**config.mk**
```make
export PLATFORM = sky130hd
export DESIGN_NAME = seg_bcd_counter
export DESIGN_NICKNAME = d
export VERILOG_FILES = /design/src/rtl/seg_bcd_counter.sv
export SDC_FILE = /design/constraint.sdc
export NUM_CORES = 1
export LEC_CHECK = 0
export ABC_AREA = 1
export ABC_CLOCK_PERIOD_IN_PS = 1800
export CORE_MARGIN = 2
export CORE_UTILIZATION = 40
export DETAILED_ROUTE_END_ITERATION = 8
export MAX_ROUTING_LAYER = met4
export SETUP_SLACK_MARGIN = 0.4
export SYNTH_ARGS = -nofsm -noshare
export SYNTH_HDL_FRONTEND = slang
export SYNTH_SLANG_ARGS = --single-unit
```
**constraint.sdc**
```tcl
create_clock -name clk -period 1.8 [get_ports clk]
set_input_delay 0.18 -clock clk [delete_from_list [all_inputs] [get_ports clk]]
set_output_delay 0.18 -clock clk [all_outputs]
set_load 0.03 [all_outputs]
```
**src/rtl/seg_bcd_counter.sv**
```systemverilog
// -----------------------------------------------------------------------------
// seg_bcd_counter
// Prescaled, cascaded up/down BCD counter intended to drive a multi-digit
// seven-segment display.
//
// A prescaler divides the clock so that the digit chain advances once every
// PRESCALE_MAX+1 enabled cycles. The digit chain counts up or down in BCD.
// Carry and borrow ripple through all digits inside the same cycle.
//
// Parameters
//   DIGITS       number of cascaded BCD digits (1..8)
//   PRESCALE_MAX prescaler terminal value; must fit in PRE_W bits
//   PRE_W        prescaler counter width
//
// Ports
//   clk       rising-edge clock for all state
//   reset     synchronous active-high reset (highest priority)
//   enable    high: prescaler advances; low: everything holds
//   up_dn     1 = count up, 0 = count down; sampled on tick cycles
//   clear     synchronous clear of the digits and the prescaler
//   load      synchronous load of load_val (nibbles above 9 load as 9)
//   load_val  packed BCD load value, digit 0 in bits [3:0]
//   digits    registered packed BCD count, digit 0 in bits [3:0]
//   tick      combinational: the digit chain advances on this cycle's edge
//   wrap      combinational: tick while the whole counter is at its terminal
//             value for the current direction
// -----------------------------------------------------------------------------
module seg_bcd_counter #(
    parameter int DIGITS       = 4,
    parameter int PRESCALE_MAX = 10,
    parameter int PRE_W        = 30
) (
    input  logic                  clk,
    input  logic                  reset,
    input  logic                  enable,
    input  logic                  up_dn,
    input  logic                  clear,
    input  logic                  load,
    input  logic [4*DIGITS-1:0]   load_val,
    output logic [4*DIGITS-1:0]   digits,
    output logic                  tick,
    output logic                  wrap
);

    localparam logic [PRE_W-1:0] PRE_TERM = PRE_W'(PRESCALE_MAX);

    logic [PRE_W-1:0]    pre_r;
    logic [4*DIGITS-1:0] digits_r;
    logic [4*DIGITS-1:0] next_digits_s;
    logic [4*DIGITS-1:0] load_sat_s;
    logic                carry_s;
    logic                terminal_s;
    logic                tick_s;
    logic                wrap_s;

    // Clamp an out-of-range nibble to 9 so the digit registers stay legal BCD.
    function automatic logic [3:0] bcd_sat(input logic [3:0] n);
        if (n > 4'd9) begin
            return 4'd9;
        end else begin
            return n;
        end
    endfunction

    // Advance one BCD digit by one step in the given direction, with wrap.
    function automatic logic [3:0] bcd_step(input logic [3:0] n, input logic up);
        if (up) begin
            return (n >= 4'd9) ? 4'd0 : n + 4'd1;
        end else begin
            return (n == 4'd0) ? 4'd9 : n - 4'd1;
        end
    endfunction

    // Digit chain next state: a digit moves only while every lower digit sits
    // at its rollover value (9 counting up, 0 counting down). carry_s ends up
    // high only when every digit is at rollover, i.e. the counter is terminal.
    always_comb begin
        next_digits_s = digits_r;
        load_sat_s    = load_val;
        carry_s       = 1'b1;
        for (int k = 0; k < DIGITS; k++) begin
            load_sat_s[4*k +: 4] = bcd_sat(load_val[4*k +: 4]);
            if (carry_s) begin
                next_digits_s[4*k +: 4] = bcd_step(digits_r[4*k +: 4], up_dn);
            end else begin
                next_digits_s[4*k +: 4] = digits_r[4*k +: 4];
            end
            if (up_dn) begin
                carry_s = carry_s && (digits_r[4*k +: 4] == 4'd9);
            end else begin
                carry_s = carry_s && (digits_r[4*k +: 4] == 4'd0);
            end
        end
        terminal_s = carry_s;
    end

    // Tick and wrap are suppressed by every higher-priority control so they
    // only ever announce an edge on which the digit chain really advances.
    always_comb begin
        tick_s = !reset && enable && !clear && !load && (pre_r == PRE_TERM);
        wrap_s = tick_s && terminal_s;
    end

    assign tick   = tick_s;
    assign wrap   = wrap_s;
    assign digits = digits_r;

    // Prescaler and digit registers, priority: reset, clear, load, tick, hold.
    always_ff @(posedge clk) begin
        if (reset) begin
            pre_r    <= {PRE_W{1'b0}};
            digits_r <= {(4*DIGITS){1'b0}};
        end else if (clear) begin
            pre_r    <= {PRE_W{1'b0}};
            digits_r <= {(4*DIGITS){1'b0}};
        end else if (load) begin
            pre_r    <= {PRE_W{1'b0}};
            digits_r <= load_sat_s;
        end else if (tick_s) begin
            pre_r    <= {PRE_W{1'b0}};
            digits_r <= next_digits_s;
        end else if (enable) begin
            pre_r    <= pre_r + PRE_W'(1);
            digits_r <= digits_r;
        end else begin
            pre_r    <= pre_r;
            digits_r <= digits_r;
        end
    end

endmodule

```
After elaboration in Yosys (flattened, before gate mapping)
Index checks and enable logic that the tools add are counted.

operators by class
  muxes and demuxes = 25
  add/subtract/negate cells = 9
  reductions and logical operators = 27
  equal/unequal tests = 5
  magnitude comparators = 8

operators with widths
  cell                   count
  $mux 4                 19
  $mux 16                2
  $add 30x1->30 const B  1
  $eq 30x4->1 const B    1
  $add 4x1->4 const B    4
  $eq 4x4->1 const B     4
  $ge 4x4->1 const B     4
  $gt 4x4->1 const B     4
  $logic_not 4->1        4
  $sub 4x1->4 const B    4
  $logic_and 1x1->1      11
  $reduce_bool 2->1      4
  $reduce_and 2->1       3
  $mux 1                 4
  $reduce_or 4->1        1
  $logic_not 1->1        3
  $reduce_or 2->1        1

word-level totals
  input bits = 22
  register bits after elaboration = 46

Depth between registers and ports, before layout
  depth in word-level cells = 9
  mapped depth = 12
  depth with buffers taken out = 12

Worst setup path before layout
OpenSTA, ideal clock, no wires.

  kind = register to output
  start point = reg pre_r[0]
  end point = out wrap
  data arrival time = 1.872 ns
  stages on the path, launching flop included = 8
  setup slack = -0.252 ns
  cells stage by stage = dfxtp_1 -> inv_1 -> ha_1 -> nand2_1 -> nor3_1 -> nor2b_1 -> nand3_1 -> nor2_1

on the way
  word-level cells in the longest chain between the ends = 3

RTL lines
  element                 line  source
  start, declared         47    logic [PRE_W-1:0] pre_r;
  start signal, assigned  111   pre_r <= {PRE_W{1'b0}};
  start signal, assigned  114   pre_r <= {PRE_W{1'b0}};
  start signal, assigned  117   pre_r <= {PRE_W{1'b0}};
  $eq 30x4->1             100   tick_s = !reset && enable && !clear && !load && (pre_r == PRE_TERM);
  $logic_and 1x1->1       100
  named net tick          41    output logic tick,
  $logic_and 1x1->1       101   wrap_s = tick_s && terminal_s;
  end, declared           42    output logic wrap

The timed path passes the listed nets, and every way through them passes these cells.

Worst setup path after layout
  start point = in load
  end point = out wrap

on the way
  word-level cells in the longest chain between the ends = 4

RTL lines
  element                         line  source
  start, declared                 38    input logic load,
  $logic_not 1->1                 100
  $logic_and 1x1->1 (2 in a row)  100
  $logic_and 1x1->1               101

Every way passes these cells.

==> summary.txt <==
Outcome
  • Result of the run: finished, violations left
  • Violations in the final reports: negative setup slack

Logic synthesis
  • Count of mapped cells out of synthesis: 575
  • Part of the Yosys area used for sequential elements: 25.4%
  • Post-synthesis area per instance: 6.31 sq um
  • Number of register bits inferred by synthesis: 46
  • XOR/XNOR Fraction of Synth Area: 6.28%
  • Synth top area cells: sky130_fd_sc_hd__dfxtp_1, sky130_fd_sc_hd__nand2_1, sky130_fd_sc_hd__nand3_1
  • Net count of the mapped netlist: 612
  • Share of cell area taken by muxes after synthesis: 0%
  • Cell taking the most area after synthesis: sky130_fd_sc_hd__dfxtp_1
  • Synthesized-area fraction occupied by and/or/nand/nor cells: 47.7%
  • Yosys warning count: 0
  • Cell area after technology mapping: 0.00363 sq mm
  • Share of Yosys cell area claimed by the top area cell type: 25.4%
  • Dominant combinational cell family by area after synthesis: simple AND/OR/NAND/NOR gates
  • Count of unique library cells instantiated by Yosys: 36
  • Compound-gate portion of the synthesized area: 6.31%
  • Synthesized-area fraction occupied by adder cells: 5.17%

Layout
  • Count of inserted antenna diode cells: 0
  • Utilization of the core after routing: 62.1%
  • Area growth from synthesis to layout: 49.9%
  • Most frequent cells in the layout: sky130_fd_sc_hd__nand2_1, sky130_fd_sc_hd__nand3_1, sky130_fd_sc_hd__nor2_1
  • Most common cell after layout, fill and taps aside: sky130_fd_sc_hd__nand2_1
  • Final #Nets: 706
  • Share of cells above drive strength 1: 37.5%

CTS
  • Clock network latency to the later pin of the worst-skew pair: 0.31 ns
  • H-tree Lvls: 2
  • CTS Buffer Depth: 2
  • Clock-pin slew reported for the worst setup and hold paths after clock tree synthesis: 0.09 ns
  • CTS sink cnt: 46
  • CTS tree: done
  • Clock Root Buffer: sky130_fd_sc_hd__clkbuf_8
  • Number of buffers inserted during clock tree synthesis: 5

Placement
  • GPL Wtd Cong: 0.898
  • Detailed placer's ending HPWL: 7310 um
  • Number of port buffers: 39

Power
  • PwrDens: 432 mW/mm^2
  • VDD IR max: 0.313 mV
  • Leakage dissipation: 0.00232 uW

Worst setup path
  • Data arrival at the endpoint of the critical path: 1.63 ns
  • Start of the worst register-to-register path: pre_r[3]
  • Reg2Reg Capture Point: pre_r[10]
  • Crit path to: wrap
  • Origin of the worst setup path: load
  • Largest fanout on the critical path: 3
  • Crit Path Category: input port to primary output
  • Sort of element at the end of the critical path: primary output
  • FF-to-FF setup slack: 0.02 ns
  • Register-to-Register Path Depth: 11
  • Startpoint types: input port
  • Required time of the critical path: 1.62 ns

Global routing
  • Met2 track demand over resource: 40.8%
  • Grt peak-use layer: met2
  • GR met1 Demand/Resource: 24.5%
  • Largest net degree at the start of global routing: 19
  • Global-route total usage across every layer: 22.2%
  • Wire length of the first global-routing pass: 17500 um
  • Initial antenna violation count: 0
  • Fraction of met3 tracks used by global routing: 2.95%
  • GRT Residual Overflow: 0
  • Via count of the first global-routing pass: 3929

Timing
  • Least-Margin Pin Slew: 0.381 ns
  • Setup Viol. Count Final: 2
  • Hold Vio Cnt, Final: 0
  • Worst rel slew slack: 74.4%
  • Max frequency: 552 MHz
  • Ratio of final minimum period to clock period: 101%
  • Hold_ws: 0.390 ns
  • Unrepaired setup endpoints after global routing: true
  • Final worst slack: -0.0116 ns
  • Pins Over Slew Limit: 0
  • Worst-case clock skew: 0.00839 ns
  • Time the final worst path needs with I/O delays and setup: 1.81 ns

Routing
  • Wire length after detailed routing: 10900 um
  • Initial DRC Count: 154
  • Overall via count from detail_route: 4036
  • Detailed-router iteration count before antenna repair: 5
  • Number of routed nets with antenna violations: 0
  • Remaining DRCs: 0
  • Wire per inst: 14.0 um
  • Drt via density: 5.19

Floorplan
  • DIE AREA: 0.00985 sq mm
  • Floorplan die width: 99.2 um
  • Standard-cell row count: 34
  • Core area: 0.00876 sq mm
  • Ports: 40
  • Die outline height: 99.2 um
  • Starting density of the core: 41.4%

Hold path
  • Min-Delay Path Class: input port to flop

Run
  • Number of maximum-capacitance violations: 0
Yosys cell counts (all sizes together):
master	number
nand2	154
nor2	107
nand3	71
inv	60
dfxtp	46
xor2	20
nand4	19
a21oi	18
o21ai	18
ha	15
buf	13
nor3	10
xnor2	6
o211ai	5
clkbuf	3
nand3b	3
nor3b	2
or2	2
nor2b	1
nor4	1
o21a	1
how the worst min path moves through the flow:
stage                 from   endpoint  slack, ns  cells past startpoint
3_5_place_dp     pre_r[29]  pre_r[29]       0.49                      2
5_1_grt             enable   pre_r[0]       0.43                      4
6_report            enable   pre_r[0]       0.39                      4
3_3_place_gp      pre_r[0]   pre_r[0]       0.48                      2
4_1_cts          pre_r[29]  pre_r[29]       0.52                      2
2_1_floorplan  load_val[7]  digits[7]       0.41                      4
routing by layer:
layer  share of wire [%]  routed length, um
met5                   0                  0
met4                 1.9                212
met3                 4.2                456
met2                  53               5730
met1                  41               4470
worst max-delay path, stage by stage:
cell and delay [ns]:
sky130_fd_sc_hd__clkdlybuf4s50_1 0.52, sky130_fd_sc_hd__nor2_4 0.14, sky130_fd_sc_hd__nand2_2 0.07, sky130_fd_sc_hd__nor3_2 0.19
sky130_fd_sc_hd__nor2b_4 0.21, sky130_fd_sc_hd__nand3_2 0.10, sky130_fd_sc_hd__nor2_4 0.09, sky130_fd_sc_hd__buf_6 0.13
flip-flops by register name, indices dropped and copies added (netlist names):
| register | cells |
|---|---|
| pre_r | 30 |
| digits | 16 |
area by class of cell:
cell class              count  area [sq um]
fillers                   766          3320
multi-input cells         453          2940
repair buffers            103          1020
flip-flops and latches     46          1010
inverters                  60           243
well taps                 108           135
clock buffers               7          97.6
clock inverters             1          6.26
metrics by stage:
stage / power [uW] / TNS (ns) / worst slack (ns) / instances / area (sq um)
3_3_place_gp: 1540 / -0.0267 / -0.0165 / 729 / 4370
3_5_place_dp: 1550 / -0.0618 / -0.0289 / 729 / 4370
5_1_grt: 2450 / -0.353 / -0.0926 / 778 / 5440
4_1_cts: 2340 / 0 / 0.00417 / 770 / 5080
6_report: 2350 / -0.0155 / -0.0116 / 778 / 5440
2_1_floorplan: 1380 / 0 / 0.300 / 575 / 3750
power by group:
part	internal, uW	switching, uW	total, uW
Combinational	253	318	571
Sequential	1010	31.1	1050
Clock	360	373	733
what timing repair did:
action,in CTS,in global routing
setup endpoints to repair,64,55
hold buffers,0,0
gates resized for setup,106,92
buffers inserted,30,8
cloned,3,0
pin swaps,35,27
kinds of logic (layout without fill, tap and decap cells):
logic type | after synthesis | count (layout)
xor+xnor | 26 | 26
simple gates | 370 | 370
flops | 46 | 46
buf+inv | 76 | 171
fa+ha+maj | 15 | 15
compound gates | 42 | 42
(Power assumes the default switching activity.)
